===== src/rtl/irq_pkg.sv =====
// Shared types and defaults for the interrupt claim controller.
// Optional rotating priority is selected with IRQ_ROUND_ROBIN_EN.
package irq_pkg;

  localparam int IRQ_NUM_SRC = 9;
  localparam int IRQ_ID_W    = 4;

  localparam logic [IRQ_ID_W-1:0] IRQ_ID_NONE = '0;

  typedef enum logic [1:0] {
    IRQ_IDLE,
    IRQ_REQ,
    IRQ_SERVICE
  } irq_state_e;

endpackage


===== src/rtl/irq_prio_encoder.sv =====
// Masked priority encoder with a rotating start point.
// start_i=k begins the search at source k+1, wrapping past NUM_SRC.
module irq_prio_encoder
  import irq_pkg::*;
#(
  parameter int NUM_SRC  = IRQ_NUM_SRC,
  parameter int ID_WIDTH = IRQ_ID_W
) (
  input  logic [NUM_SRC-1:0]  req_i,
  input  logic [ID_WIDTH-1:0] start_i,
  output logic [ID_WIDTH-1:0] id_o,
  output logic                valid_o
);

  // first requesting source at or after the start index wins
  always_comb begin
    int base;
    int idx;
    logic [NUM_SRC-1:0] hit;
    id_o    = '0;
    valid_o = 1'b0;
    base    = int'(start_i);
    if (base >= NUM_SRC) base = 0;
    for (int k = 0; k < NUM_SRC; k++) begin
      idx = base + k;
      if (idx >= NUM_SRC) idx = idx - NUM_SRC;
      hit = req_i >> idx;
      if (!valid_o && hit[0]) begin
        valid_o = 1'b1;
        id_o    = ID_WIDTH'(idx + 1);
      end
    end
  end

endmodule


===== src/rtl/irq_claim_controller.sv =====
// Edge-latching interrupt merger with ack/claim and end-of-service.
// Define IRQ_ROUND_ROBIN_EN for rotating priority.
module irq_claim_controller
  import irq_pkg::*;
#(
  parameter int                 NUM_SRC     = IRQ_NUM_SRC,
  parameter logic [NUM_SRC-1:0] INVERT_MASK = '0,
  parameter int                 ID_WIDTH    = IRQ_ID_W
) (
  input  logic                clock,
  input  logic                reset_n,
  input  logic [NUM_SRC-1:0]  irq_src,
  input  logic [NUM_SRC-1:0]  enable_mask,
  output logic                irq_out,
  input  logic                irq_ack,
  output logic [ID_WIDTH-1:0] irq_id,
  input  logic                irq_done,
  output logic [NUM_SRC-1:0]  pending
);

  irq_state_e state_q, state_d;

  logic [NUM_SRC-1:0]  lvl;
  logic [NUM_SRC-1:0]  prev_q;
  logic [NUM_SRC-1:0]  rise;
  logic [NUM_SRC-1:0]  pend_q, pend_d;
  logic [NUM_SRC-1:0]  live;
  logic [NUM_SRC-1:0]  clr;
  logic [ID_WIDTH-1:0] id_q, id_d;
  logic [ID_WIDTH-1:0] start;
  logic [ID_WIDTH-1:0] win_id;
  logic                win_vld;
  logic                claim;

  assign lvl  = irq_src ^ INVERT_MASK;
  assign rise = lvl & ~prev_q;
  assign live = pend_q & enable_mask;

`ifdef IRQ_ROUND_ROBIN_EN
  logic [ID_WIDTH-1:0] last_q;

  assign start = last_q;

  // remember the last claimed ID to rotate the search origin
  always_ff @(posedge clock) begin
    if (!reset_n) begin
      last_q <= ID_WIDTH'(IRQ_ID_NONE);
    end else if (claim) begin
      last_q <= win_id;
    end
  end
`else
  assign start = ID_WIDTH'(IRQ_ID_NONE);
`endif

  irq_prio_encoder #(
    .NUM_SRC  (NUM_SRC),
    .ID_WIDTH (ID_WIDTH)
  ) u_enc (
    .req_i   (live),
    .start_i (start),
    .id_o    (win_id),
    .valid_o (win_vld)
  );

  // next state, claim decode and pending update
  always_comb begin
    state_d = state_q;
    claim   = 1'b0;
    id_d    = id_q;
    clr     = '0;
    unique case (state_q)
      IRQ_IDLE: begin
        if (|live) state_d = IRQ_REQ;
      end
      IRQ_REQ: begin
        if (!win_vld) begin
          state_d = IRQ_IDLE;
        end else if (irq_ack) begin
          state_d = IRQ_SERVICE;
          claim   = 1'b1;
          id_d    = win_id;
          clr     = NUM_SRC'(1) << (win_id - 1'b1);
        end
      end
      IRQ_SERVICE: begin
        if (irq_done) state_d = IRQ_IDLE;
      end
      default: state_d = IRQ_IDLE;
    endcase
    // a fresh edge beats the claim clear on the same bit
    pend_d = (pend_q & ~clr) | rise;
  end

  // state, edge history, pending bits and claimed ID
  always_ff @(posedge clock) begin
    if (!reset_n) begin
      state_q <= IRQ_IDLE;
      prev_q  <= '1;
      pend_q  <= '0;
      id_q    <= ID_WIDTH'(IRQ_ID_NONE);
    end else begin
      state_q <= state_d;
      prev_q  <= lvl;
      pend_q  <= pend_d;
      id_q    <= id_d;
    end
  end

  assign irq_out = (state_q == IRQ_REQ);
  assign irq_id  = id_q;
  assign pending = pend_q;

endmodule


===== config.mk =====
export PLATFORM = sky130hd
export DESIGN_NAME = irq_claim_controller
export DESIGN_NICKNAME = d
export VERILOG_FILES = /design/src/rtl/irq_pkg.sv /design/src/rtl/irq_prio_encoder.sv /design/src/rtl/irq_claim_controller.sv
export SDC_FILE = /design/constraint.sdc
export NUM_CORES = 1
export LEC_CHECK = 0
export BUFFER_PORTS_ARGS = -buffer_cell sky130_fd_sc_hd__buf_4
export CAP_MARGIN = 10
export CORE_ASPECT_RATIO = 1.4
export CORE_MARGIN = 4
export CORE_UTILIZATION = 45
export CTS_CLUSTER_DIAMETER = 120
export DETAILED_ROUTE_END_ITERATION = 12
export PLACE_DENSITY_LB_ADDON = 0.12
export SYNTH_ARGS = -nofsm -noshare
export SYNTH_HDL_FRONTEND = slang
export SYNTH_HIERARCHICAL = 1
export SYNTH_SLANG_ARGS = --single-unit

===== constraint.sdc =====
create_clock -name clock -period 10.1 [get_ports clock]
set_clock_uncertainty 0.1 [all_clocks]
set_input_delay 1.01 -clock clock [delete_from_list [all_inputs] [get_ports clock]]
set_output_delay 1.01 -clock clock [all_outputs]
set_load 0.05 [all_outputs]

==> reports/results.ini <==
[power_and_ir_drop]
p_leak_nw=1.83
p_comb_frac=0.615
swShare=0.458
powerDensity_nw_per_um2=102
clock_power_share=0.170
p_sw_w=0.000225
peakVddDrop_mv=0.134
seqPwrFrac=0.215
p_int_w=0.000267

[status]
status=completed

[layout]
layout_commonest_cell=nand2_1
nets=684
drive_gt1_frac=0.126
mostFrequentLayoutCells=nand2_1, o21ai_0, buf_4
stdcell_area_um2=4810
diodes=0
syn2layout_area_growth_pct=7.20
fin_util=0.500

[worst_setup_path]
crit_type=in -> reg
required_ns=10.14
worst_path_max_delay_cell=or4b_4
max_stage_delay_ns=0.58
r2r-start=pending[1]$_SDFF_PN0_
cp_cell_sequence=buf_4 -> and2_1 -> inv_1 -> nor3_1 -> o21ai_0 -> a21oi_1 -> nor3_2 -> o211ai_1 -> or4_4 -> or4b_4 -> nand2_1 -> a21oi_1 -> o22ai_1 -> nor3b_1 -> nor4b_1 -> nor2_1
critPathLaunch=enable_mask[1]
cp_common_cell=a21oi_1
endpoint_kind=register
arrival_ns=5.31
critPathMaxFanout=9
crit_path_start_kind=primary input
cp_top_family=simple AND/OR/NAND/NOR gates
cp_num_buf_inv=2

[sta]
rsz0062_at_grt=false
min_period_ns=5.27
whs_ns=0.373
max_freq_mhz=190
fin_crit_sh=0.522
tightest_slew_ns=0.851
tns_ns=0
maxSlewViolCount=0
slew_headroom=0.433
finalHoldViolations=0
setup-violations-final=0

[yosys]
ys_seq_area_frac=0.107
synth-compound-area-share=0.334
synthFlopType=dfxtp_1
synth-simple-area-share=0.286
synth_edf_count=0
async_reset_ff_frac=0
ys_top_cells_by_area=dfxtp_1, ha_1, nand2_1, o21ai_0, a21oi_1
yosys.area.top_type=dfxtp_1
netlist_instances=634
ys_types=87
yosys_warnings=6
synth_top_family_by_area=compound AO/OA/AOI/OAI gates
synth_xor_xnor_area_share=0.0449
synth_seq_cells=24
synth_fa_ha_area_frac=0.0753
avgSynthCellArea_um2=7.08
synthesis.area_um2=4490
yosys-mux-area-fraction=0.0664
yosysTopAreaCellShare=0.107

[grt]
grt_pass1_vias=5004
grt_max_degree=37
grt_use_total=0.271
grt_pass1_wl_mm=25.5
overflow=0
antenna_found_initial=0

[clocking]
clockBufferDepth=2
cts.sinks=24
clk_latency_ns=0.26
cts.repair.resized=0
hold_buffers=0
cts_buffers=3
htree_levels=1
cts_setup_buffers=0
clkTransAtPathRegs_ns=0.06
cts_root_buf=clkbuf_16
cts_tree=built

[floorplan]
start_util=0.466
dieArea_um2=11700
coreArea_um2=9620
row_count=42
io-pin-count=36
die-height_um=126
die_w_um=92.4

[detailed_routing]
drcViolationCount=0
antenna_left=0
post_drt_via_cell_ratio=6.64
detail_route.first_pass.iterations=6
dr.first_iter.drc_count=513
drt-total-wl_mm=16.0
detail_route.wl_per_cell_um=21.0
num_vias=5080

[run]
timing.max_cap.violations=0

[place]
gp_congestion=1.01
placed_area_um2=4730
io_buffers=35
dpl.hpwl_mm=11.6

[min_path]
hold_path_class=reg -> reg
hp-start=irq_id[3]$_SDFFE_PN0P_

-- power by group through the flow --
stage	sequential (W)	combinational, W	clock [W]
detailed placement	0.000108	0.000262	0
global placement	0.000108	0.000261	0
floorplan	0.000119	0.000214	0
finish	0.000106	0.000303	0.0000837
CTS	0.000106	0.000263	0.0000867
global route	0.000107	0.000326	0.0000913
-- registers in the layout (all words and copies together) (netlist names) --
name / flops
state_q: 2
prev_q: 9
pending: 9
irq_id: 4
-- stage by stage --
stage / std cells / setup slack, ns / total power (W)
after floorplan: 646 / 5.61 / 0.000333
after global placement: 762 / 4.74 / 0.000368
after detailed placement: 762 / 4.64 / 0.000370
after CTS: 765 / 4.89 / 0.000455
after global routing: 765 / 4.59 / 0.000525
final: 765 / 4.83 / 0.000493
-- worst min-delay path, cell delays in order (launching register included) --
cell and delay [ns]:
dfxtp_1 0.31, nand2_1 0.05, a21boi_0 0.07
-- Yosys cell counts, types with 7 or more instances --
master    instances
nand2_1          58
o21ai_0          42
nor2_1           36
a21oi_1          35
inv_1            33
clkbuf_1         32
ha_1             27
dfxtp_1          24
nand2b_1         21
a31oi_1          19
nand3_1          19
xnor2_1          17
and2_1           16
nor2b_1          16
nor3_1           16
mux2i_1          14
o21a_1           11
o211ai_1         10
buf_1             9
buf_2             9
o31ai_1           9
or2_2             7
-- kinds of logic (layout without fill, tap and decap cells) --
logic type,Yosys count,in the layout
other cells,2,14
xor+xnor,23,23
simple gates,237,237
buf+inv,88,75
fa+ha+maj,27,27
mux,24,24
flops,24,24
compound gates,209,209
-- area by class of cell --
cell class              instances  area [um^2]
multi-input cells             534         3670
clock buffers                   3         75.1
well taps                     132          165
inverters                      34          133
flip-flops and latches         24          480
fillers                       984         4810
repair buffers                 38          285
-- routing by layer --
| layer | up-vias | track usage | share of wire |
|---|---|---|---|
| met1 | 2423 | 0.307 | 0.38 |
| met2 | 249 | 0.467 | 0.48 |
| met4 | 0 | 0.201 | 0.075 |
| met5 | - | 0 | 0 |
| met3 | 74 | 0.0227 | 0.059 |
| li1 | 2334 | - | - |
-- path summary, 6_finish.rpt --
| check | end | slack [ns] | cells past startpoint |
|---|---|---|---|
| max | pending[1]$_SDFF_PN0_ | 4.83 | 16 |
| max reg2reg | pending[1]$_SDFF_PN0_ | 5.37 | 15 |
| min | irq_id[3]$_SDFFE_PN0P_ | 0.37 | 2 |
| min reg2reg | irq_id[3]$_SDFFE_PN0P_ | 0.37 | 2 |
No activity file was read; power rests on OpenSTA's default activity.
